[config.mk]
export PLATFORM = sky130hd
export DESIGN_NAME = spi_mem_ctrl_flat
export DESIGN_NICKNAME = d
export VERILOG_FILES = /design/src/rtl/spi_mem_pkg.sv /design/src/rtl/spi_mem_ctrl_if.sv /design/src/rtl/spi_rr_arb2.sv /design/src/rtl/spi_mem_ctrl.sv /design/src/flat_wrapper.sv
export SDC_FILE = /design/constraint.sdc
export NUM_CORES = 1
export LEC_CHECK = 0
export CORE_MARGIN = 5
export CORE_UTILIZATION = 40
export DETAILED_ROUTE_END_ITERATION = 16
export PLACE_DENSITY = 0.6
export SYNTH_ARGS = -nofsm -noshare
export SYNTH_HDL_FRONTEND = slang
export SYNTH_SLANG_ARGS = --single-unit
[constraint.sdc]
create_clock -name clk -period 2.5 [get_ports clk]
set_input_delay 0.75 -clock clk [delete_from_list [all_inputs] [get_ports clk]]
set_output_delay 0.75 -clock clk [all_outputs]
set_load 0.01 [all_outputs]
[src/rtl/spi_mem_pkg.sv]
// spi_mem_pkg: states and transfer geometry shared by the SPI memory controller files
package spi_mem_pkg;
  typedef enum logic [2:0] {IDLE, SETUP, SHIFT, HOLD, GAP} state_t;
  localparam int ADDR_BITS = 8;
  localparam int DATA_BITS = 32;
  localparam int XFER_BITS = 40;
endpackage

[src/rtl/spi_mem_ctrl_if.sv]
// spi_mem_ctrl_if: requester handshake plus SPI memory pins
interface spi_mem_ctrl_if
  import spi_mem_pkg::*;
#(
  parameter int AW = ADDR_BITS,
  parameter int DW = DATA_BITS
);
  logic req0, req1, ack0, ack1, busy, sclk, cs, mosi, miso;
  logic [AW-1:0] addr0, addr1;
  logic [DW-1:0] rdata;
  modport slave (
    input req0, addr0, req1, addr1, miso,
    output ack0, ack1, rdata, busy, sclk, cs, mosi
  );
  modport master (
    output req0, addr0, req1, addr1, miso,
    input ack0, ack1, rdata, busy, sclk, cs, mosi
  );
endinterface

[src/rtl/spi_rr_arb2.sv]
// spi_rr_arb2: two-requester round-robin arbiter; on a tie the port other than rr_last wins
module spi_rr_arb2 (
  input  logic       clk,
  input  logic       rst_n,
  input  logic       en,
  input  logic [1:0] req,
  output logic [1:0] gnt
);
  logic rr_last;
  always_comb gnt = (req == 2'b11) ? (rr_last ? 2'b01 : 2'b10) : req;
  always_ff @(posedge clk or negedge rst_n)
    if (!rst_n) rr_last <= 1'b1;
    else if (en && |req) rr_last <= gnt[1];
endmodule

[src/rtl/spi_mem_ctrl.sv]
// spi_mem_ctrl: SPI master reading a 256x32 SPI ROM on behalf of two round-robin requesters
module spi_mem_ctrl
  import spi_mem_pkg::*;
#(
  parameter int DIV = 4,
  parameter int AW = ADDR_BITS,
  parameter int DW = DATA_BITS
) (
  input logic           clk,
  input logic           rst_n,
  spi_mem_ctrl_if.slave bus
);
  localparam int CW = $clog2(DIV);
  localparam logic [5:0] K_ADDR = 6'(ADDR_BITS);
  localparam logic [5:0] K_LAST = 6'(XFER_BITS - 1);
  state_t state, state_n;
  logic [CW-1:0] cnt, cnt_n;
  logic [5:0] bit_k, k_n;
  logic [AW-1:0] addr_q, addr_n;
  logic [DW-1:0] sh, sh_n, rdata, rdata_n;
  logic owner, own_n, sclk_q, sclk_n, cs_q, cs_n, mosi_q, mosi_n, last;
  logic [1:0] gnt, ack, ack_n;
  spi_rr_arb2 arb (
    .clk  (clk),
    .rst_n(rst_n),
    .en   (state == IDLE),
    .req  ({bus.req1, bus.req0}),
    .gnt  (gnt)
  );
  assign last = cnt == CW'(DIV - 1);
  // The address register doubles as the MOSI shifter; its zero fill drives MOSI low after bit 7
  always_comb begin
    state_n = state;
    cnt_n = last ? '0 : cnt + 1'b1;
    k_n = bit_k;
    addr_n = addr_q;
    sh_n = sh;
    own_n = owner;
    sclk_n = sclk_q;
    cs_n = cs_q;
    mosi_n = mosi_q;
    rdata_n = rdata;
    ack_n = 2'b00;
    case (state)
      IDLE: begin
        cnt_n = '0;
        if (|gnt) begin
          state_n = SETUP;
          addr_n = gnt[1] ? bus.addr1 : bus.addr0;
          own_n = gnt[1];
          cs_n = 1'b0;
          mosi_n = addr_n[AW-1];
        end
      end
      SETUP: if (last) begin
        state_n = SHIFT;
        sclk_n = 1'b1;
        k_n = '0;
      end
      SHIFT: if (last) begin
        if (sclk_q) begin
          sclk_n = 1'b0;
          sh_n = (bit_k >= K_ADDR) ? {sh[DW-2:0], bus.miso} : sh;
        end else if (bit_k == K_LAST) state_n = HOLD;
        else begin
          sclk_n = 1'b1;
          k_n = bit_k + 6'd1;
          mosi_n = addr_q[AW-2];
          addr_n = {addr_q[AW-2:0], 1'b0};
        end
      end
      HOLD: if (last) begin
        state_n = GAP;
        cs_n = 1'b1;
        rdata_n = sh;
        ack_n = owner ? 2'b10 : 2'b01;
      end
      GAP: state_n = last ? IDLE : GAP;
      default: state_n = IDLE;
    endcase
  end
  always_ff @(posedge clk or negedge rst_n)
    if (!rst_n) begin
      state <= IDLE;
      cnt <= '0;
      bit_k <= '0;
      addr_q <= '0;
      sh <= '0;
      owner <= 1'b0;
      sclk_q <= 1'b0;
      cs_q <= 1'b1;
      mosi_q <= 1'b0;
      rdata <= '0;
      ack <= 2'b00;
    end else begin
      state <= state_n;
      cnt <= cnt_n;
      bit_k <= k_n;
      addr_q <= addr_n;
      sh <= sh_n;
      owner <= own_n;
      sclk_q <= sclk_n;
      cs_q <= cs_n;
      mosi_q <= mosi_n;
      rdata <= rdata_n;
      ack <= ack_n;
    end
  assign bus.sclk = sclk_q;
  assign bus.cs = cs_q;
  assign bus.mosi = mosi_q;
  assign bus.rdata = rdata;
  assign bus.ack0 = ack[0];
  assign bus.ack1 = ack[1];
  assign bus.busy = state != IDLE;
endmodule

[src/flat_wrapper.sv]
// flat-port wrapper written by rule: the top's interface ports become plain ports
module spi_mem_ctrl_flat import spi_mem_pkg::*;
#(
  parameter int DIV = 4,
  parameter int AW = ADDR_BITS,
  parameter int DW = DATA_BITS
)
  (clk, rst_n, bus_req0, bus_addr0, bus_req1, bus_addr1, bus_miso, bus_ack0, bus_ack1, bus_rdata, bus_busy, bus_sclk, bus_cs, bus_mosi);
  spi_mem_ctrl_if #(.AW(AW), .DW(DW)) bus_i ();
  input logic clk;
  input logic rst_n;
  input wire logic [$bits(bus_i.req0)-1:0] bus_req0;
  input wire logic [$bits(bus_i.addr0)-1:0] bus_addr0;
  input wire logic [$bits(bus_i.req1)-1:0] bus_req1;
  input wire logic [$bits(bus_i.addr1)-1:0] bus_addr1;
  input wire logic [$bits(bus_i.miso)-1:0] bus_miso;
  output wire logic [$bits(bus_i.ack0)-1:0] bus_ack0;
  output wire logic [$bits(bus_i.ack1)-1:0] bus_ack1;
  output wire logic [$bits(bus_i.rdata)-1:0] bus_rdata;
  output wire logic [$bits(bus_i.busy)-1:0] bus_busy;
  output wire logic [$bits(bus_i.sclk)-1:0] bus_sclk;
  output wire logic [$bits(bus_i.cs)-1:0] bus_cs;
  output wire logic [$bits(bus_i.mosi)-1:0] bus_mosi;
  assign bus_i.req0 = bus_req0;
  assign bus_i.addr0 = bus_addr0;
  assign bus_i.req1 = bus_req1;
  assign bus_i.addr1 = bus_addr1;
  assign bus_i.miso = bus_miso;
  assign bus_ack0 = bus_i.ack0;
  assign bus_ack1 = bus_i.ack1;
  assign bus_rdata = bus_i.rdata;
  assign bus_busy = bus_i.busy;
  assign bus_sclk = bus_i.sclk;
  assign bus_cs = bus_i.cs;
  assign bus_mosi = bus_i.mosi;
  spi_mem_ctrl #(.DIV(DIV), .AW(AW), .DW(DW)) u_core (.clk(clk), .rst_n(rst_n), .bus(bus_i));
endmodule
==> flow_summary_export.csv, run 1 <==
group,metric,value,unit
setup_path,end_kind,"primary output",
placement,hpwl,4700,um
clock_tree,cts_buffers,9,
timing,rsz0062_at_grt,"no",
cells_and_area,syn_to_final_growth,25.3,%
detailed_routing,drtAntennaViolNets,0,
clock_tree,clock_latency,0.36,ns
power_and_ir_drop,power.total,2.47,mW
clock_tree,cts_buffer_depth,2,
cells_and_area,num-nets-final,354,
logic_synthesis,synth.most_common_cell,"dfrtp_1",
logic_synthesis,synthCells,265,
logic_synthesis,synth_edf_count,0,
setup_path,startpoint_type,"register",
timing,maxSlewHeadroom,60.4,%
grt,antenna_found_initial,0,
logic_synthesis,synth_top_cell_by_area,"dfrtp_1",
logic_synthesis,synth_area,3720,um^2
placement,port-buffer-count,58,
placement,gp_congestion,0.729,
grt,gr-total-overflow,0,
logic_synthesis,ys_ff_latch,89,
floorplanning,rows,35,
timing,fin_skew,0.0127,ns
setup_path,worst_ep_required_time,1.75,ns
detailed_routing,vias,2245,
logic_synthesis,yosysWarnings,0,
cells_and_area,antenna_cells,0,
hold_path,holdCritPathClass,"in -> async",
floorplanning,core_area,9150,um^2
power_and_ir_drop,leakage,2.24,nW
grt,grt_start_max_net_pins,43,
grt,grt_use_total,13.4,%
clock_tree,cts_tree,"yes",
clock_tree,cts_resized,0,
timing,finalHoldViolCount,0,
power_and_ir_drop,vdd_drop_max,0.000231,V
timing,hold_slack,0.388,ns
logic_synthesis,yosysUniqueCellTypes,40,
floorplanning,die_width,106,um
grt,grt_pass1_wl,12100,um
logic_synthesis,synth_top_cell_area_share,58.6,%
timing,finalSetupTns,0,ns
timing,tightest_slew,0.591,ns
timing,clock.fmax,414,MHz
floorplanning,die_area,11300,um^2
cells_and_area,final_cell_area,4660,um^2
timing,drv_slew,0,
setup_path,cp_max_fo,9,
clock_tree,cts_root_buf,"clkbuf_8",
logic_synthesis,ys_async_sr_fraction,100,%
floorplanning,start_util,40.6,%
clock_tree,cts_max_level,3,
power_and_ir_drop,p_per_area,530,nW/um^2
floorplanning,io-pin-count,59,
logic_synthesis,synth_nets,289,
cells_and_area,final_layout_size_suffix_gt1_share,32.8,%
grt,grt_pass1_vias,2390,
logic_synthesis,synth_common_cells,"87 x dfrtp_1, 72 x mux2_2, 16 x nand2_1",
timing,min_period,2.42,ns
logic_synthesis,synth_area_leaders,"dfrtp_1 59%, mux2_2 22%, mux2i_1 2.7%",
detailed_routing,routed_wirelength,7020,um
logic_synthesis,yosysSeqAreaShare,60.0,%
detailed_routing,drt-wirelength-per-cell,15.7,um
placement,place_area,4470,um^2
setup_path,cp_data_arrival_time,1.67,ns
detailed_routing,drc_errors,0,
timing,fin_crit_sh,96.7,%
floorplanning,fp.dieH,106,um
status,status,"finished, final reports clean",
logic_synthesis,synth.avg_cell_area,14.0,um^2
clock_tree,clk_pin_slew_worst_paths,0.10,ns
job,cap_violations,0,
timing,finalSetupViolCount,0,
detailed_routing,drtIter0Drc,41,
clock_tree,post_cts_buffers,0,
cells_and_area,fillers,812,
clock_tree,clkSinkCount,89,
detailed_routing,via_per_inst,5.03,
setup_path,criticalPathCategory,"reg -> out",
logic_synthesis,ys.flop_type,"dfrtp_1",
detailed_routing,drt-pass1-iter-count,4,
clock_tree,cts_hold_buf,0,
cells in the final DEF, fill, tap and decap left out, types with 2 or more instances in the layout:
master,n
a31oi_1,2
nand2_1,16
o2bb2ai_1,3
clkbuf_8,9
nand3_1,2
dfstp_2,2
ha_1,3
mux2i_1,10
dfrtp_1,86
inv_1,6
o21ai_0,9
and2_1,2
buf_4,3
a21oi_1,4
nor2_1,11
nor2b_1,2
mux2_2,72
clkdlybuf4s50_1,57
inv_6,4
nor3_1,2
buf_12,4
routing by layer:
metal | share of wire [%] | track usage (%) | vias up
li1 | - | - | 1063
met1 | 48 | 18.7 | 1140
met2 | 48 | 20.6 | 32
met3 | 2.9 | 2.49 | 10
met4 | 1.8 | 5.55 | 0
met5 | 0 | 0 | -
where the power goes:
group | switching, mW | internal, mW | leakage [nW] | total [mW]
Clock | 0.552 | 0.381 | 0.0929 | 0.933
Combinational | 0.0439 | 0.0464 | 0.943 | 0.0903
Sequential | 0.00326 | 1.44 | 1.20 | 1.45
stage by stage:
stage               util, %  instances  worst slack (ns)
global placement       48.9        430             0.228
CTS                    50.9        446            0.0443
finish                 50.9        446            0.0828
floorplan                 -        265             0.741
detailed placement     48.9        430             0.184
global route           50.9        446           0.00778
flip-flops by register name (all words and copies together), names as in the netlist:
register and flops:
u_core.bus.cs 1, u_core.arb.rr_last 1, u_core.cnt 2, u_core.bus.mosi 1, u_core.bit_k 6, u_core.addr_q 7, u_core.owner 1, u_core.state 3
u_core.bus.sclk 1, u_core.sh 32, u_core.bus.rdata 32, u_core.ack 2
critical path, cell delays in order (launching register included):
cell and delay (ns):
dfrtp_1 0.49, nor3_2 0.25, inv_2 0.09, clkdlybuf4s50_1 0.49
kinds of logic after synthesis:
logic type                 after synthesis  synth area share [%]
xor gates and xnor gates                 1                 0.236
buffers and inverters                   17                  2.46
AOI/OAI and AO/OA                       25                  4.82
muxes                                   83                  24.8
DFF                                     89                  60.0
and+or+nand+nor                         47                  6.67
adders and majority gates                3                  1.01
final cells by class:
type / instances / area [um^2] / share of cell area (%)
tap: 111 / 139 / 2.98
multi-input combinational: 159 / 1410 / 30.2
sequential: 89 / 2230 / 47.9
clock inverter: 7 / 58.8 / 1.26
timing repair buffer: 64 / 673 / 14.5
clock buffer: 9 / 124 / 2.66
inverter: 7 / 26.3 / 0.564
final timing paths:
kind	endpoint	depth (start not counted)	slack [ns]	from
worst max-delay path	bus_busy	3	0.08	u_core.state[1]$_DFFE_PN0P_
worst min-delay path	u_core.bus.rdata[5]$_DFFE_PN0P_	1	0.39	rst_n
worst max register to register	u_core.addr_q[4]$_DFFE_PN0P_	5	0.59	u_core.cnt[0]$_DFF_PN0_
worst min register to register	u_core.cnt[0]$_DFF_PN0_	1	0.45	u_core.cnt[0]$_DFF_PN0_
max in group asynchronous	u_core.sh[18]$_DFFE_PN0P_	2	1.56	rst_n
min in group clk	u_core.cnt[0]$_DFF_PN0_	1	0.45	u_core.cnt[0]$_DFF_PN0_
No activity file was read; power rests on OpenSTA's default activity.
==> run 2, diff against run 1 <==
==> constraint.sdc (replaced) <==
create_clock -name clk -period 2.4 [get_ports clk]
set_input_delay 0.72 -clock clk [delete_from_list [all_inputs] [get_ports clk]]
set_output_delay 0.72 -clock clk [all_outputs]
set_load 0.1 [all_outputs]
==> run 2 against run 1 <==
  * Global-route usage down 0.65 points
  * Sequential cell count unchanged
  * Combinational power up 16%
  * Routed wire length shrank 6.2%
  * First-iteration DRC count shrank 7.3%
  * Cell area is 1.4% lower
  * Sequential share of layout area is 0.64 points higher
  * Worst setup slack better by 0.034 ns
  * Register-to-register slack worse by 0.08 ns
  * Utilization down 0.70 points
  * Critical path depth stayed put
  * Critical endpoint unchanged
==> flow_summary_export.csv, run 2 (synthesis gave the netlist of run 1 again) <==
group,metric,value,unit
clock_tree,cts_max_level,3,
timing,fin_crit_sh,95.2,%
setup_path,cp_data_arrival_time,1.56,ns
detailed_routing,top_layer,"met4",
detailed_routing,via_per_inst,5.03,
cells_and_area,layout_common_cells,"87 x dfrtp_1, 72 x mux2_2, 40 x buf_4",
timing,clock.fmax,438,MHz
setup_path,end_kind,"primary output",
floorplanning,die_area,11300,um^2
placement,hpwl,4620,um
timing,drv_slew,0,
detailed_routing,route.met3.wl,201,um
clock_tree,post_cts_buffers,0,
cells_and_area,antenna_cells,0,
timing,tightest_slew,0.554,ns
power_and_ir_drop,clock_power_share,39.4,%
setup_path,criticalPathCategory,"reg -> out",
timing,finalSetupViolCount,0,
power_and_ir_drop,combPwrFrac,3.9,%
cells_and_area,syn_to_final_growth,23.6,%
detailed_routing,drtIter0Drc,38,
clock_tree,cts_buffer_depth,2,
power_and_ir_drop,leakage,2.33,nW
clock_tree,cts_resized,0,
floorplanning,io-pin-count,59,
power_and_ir_drop,p_per_area,579,nW/um^2
clock_tree,cts_tree,"yes",
placement,place_area,4390,um^2
grt,grt_pass1_wl,11400,um
clock_tree,clk_pin_slew_worst_paths,0.09,ns
detailed_routing,dr_wl_met2,3010,um
placement,place_ws,0.119,ns
power_and_ir_drop,internal_power,2.05,mW
timing,finalHoldViolCount,0,
clock_tree,clkSinkCount,89,
detailed_routing,drt-met1-wl,3230,um
grt,gr-total-overflow,0,
job,cap_violations,0,
cells_and_area,final_layout_size_suffix_gt1_share,43.6,%
floorplanning,rows,35,
grt,antenna_found_initial,0,
status,status,"finished, final reports clean",
timing,finalSetupTns,0,ns
clock_tree,cts_hold_buf,0,
detailed_routing,drt-pass1-iter-count,4,
grt,grt_start_max_net_pins,42,
timing,fin_skew,0.0105,ns
detailed_routing,drc_errors,0,
cells_and_area,num-nets-final,354,
timing,setup_slack,0.116,ns
detailed_routing,routed_wirelength,6590,um
detailed_routing,drtAntennaViolNets,0,
setup_path,cp_max_fo,7,
floorplanning,die_width,106,um
detailed_routing,vias,2242,
cells_and_area,final_cell_area,4590,um^2
clock_tree,clock_latency,0.36,ns
floorplanning,core_area,9150,um^2
clock_tree,cts_root_buf,"clkbuf_8",
timing,rsz0062_at_grt,"no",
grt,grt_pass1_vias,2279,
detailed_routing,drt-wirelength-per-cell,14.8,um
clock_tree,cts_buffers,9,
placement,gp_congestion,0.738,
power_and_ir_drop,vdd_drop_max,0.000258,V
setup_path,startpoint_type,"register",
placement,port-buffer-count,58,
power_and_ir_drop,p_sw,0.613,mW
power_and_ir_drop,switching_share,23.0,%
timing,maxSlewHeadroom,62.8,%
timing,hold_slack,0.279,ns
hold_path,holdCritPathClass,"in -> async",
setup_path,worst_ep_required_time,1.68,ns
power_and_ir_drop,p_seq_share,56.6,%
timing,min_period,2.28,ns
floorplanning,fp.dieH,106,um
cells_and_area,largestRegisters,"u_core.bus.rdata x32, u_core.sh x32, u_core.addr_q x7",
grt,grt_use_total,12.8,%
floorplanning,start_util,40.6,%
cells_and_area,final_common_cell,"dfrtp_1",
run 2: changes by cell type in the layout (fill, tap and decap cells not counted):
cell and delta:
clkdlybuf4s50_1 -38, buf_4 +37, inv_6 -3, clkinv_4 +2, buf_12 +1, bufinv_16 +1
clkbuf_1 +1, clkinv_2 -1, dfrtp_1 +1, dfrtp_2 -1
run 2: per-stage QoR:
step	util [%]	cells	power, mW
final	50.2	446	2.66
after global routing	50.2	446	2.78
after CTS	50.2	446	2.71
after detailed placement	48.0	430	1.65
after global placement	48.0	430	1.65
after floorplan	-	265	1.57
run 2: power by group through the flow:
stage / clock (mW) / sequential (mW) / combinational (mW)
after floorplan: 0 / 1.55 / 0.0184
after global placement: 0 / 1.54 / 0.109
after detailed placement: 0 / 1.54 / 0.110
after CTS: 1.09 / 1.51 / 0.110
after global routing: 1.15 / 1.51 / 0.118
final: 1.05 / 1.51 / 0.105
run 2: path summary, 6_finish.rpt:
kind / cells after the start / end / slack [ns] / from
hold / removal: 1 / u_core.bus.rdata[9]$_DFFE_PN0P_ / 0.28 / rst_n
min in group clk: 1 / u_core.cnt[0]$_DFF_PN0_ / 0.44 / u_core.cnt[0]$_DFF_PN0_
setup / recovery: 3 / bus_busy / 0.12 / u_core.state[2]$_DFFE_PN0P_
setup reg to reg: 4 / u_core.bit_k[0]$_DFFE_PN0P_ / 0.51 / u_core.state[0]$_DFFE_PN0P_
max in group asynchronous: 2 / u_core.arb.rr_last$_DFFE_PN1P_ / 1.44 / rst_n
hold reg to reg: 1 / u_core.cnt[0]$_DFF_PN0_ / 0.44 / u_core.cnt[0]$_DFF_PN0_
run 2: cell type report:
type / instances / area (um^2)
clock buffer: 10 / 128
clock inverter: 6 / 75.1
fill: 791 / 4560
inverter: 7 / 26.3
multi-input combinational: 159 / 1410
sequential: 89 / 2230
tap: 111 / 139
timing repair buffer: 64 / 591
run 2: critical path, cell delays in order, from the launching register on:
cell and delay [ns]:
dfrtp_1 0.49, nor3_2 0.40, inv_2 0.13, buf_12 0.19
run 2: layer usage:
layer	vias to the layer above	global-route usage (%)
li1	1066	-
met3	10	2.43
met5	-	0
met1	1123	18.1
met4	0	6.66
met2	43	18.5
==> run 3, diff against run 2 <==
--- a/config.mk
+++ b/config.mk
@@ -7,6 +7,7 @@
 export LEC_CHECK = 0
 export CORE_MARGIN = 5
 export CORE_UTILIZATION = 40
+export CTS_CLUSTER_DIAMETER = 40
 export DETAILED_ROUTE_END_ITERATION = 16
 export PLACE_DENSITY = 0.6
 export SYNTH_ARGS = -nofsm -noshare
==> results of run 3 <==
The final DEF is identical to that of run 2; final timing and power are the same.
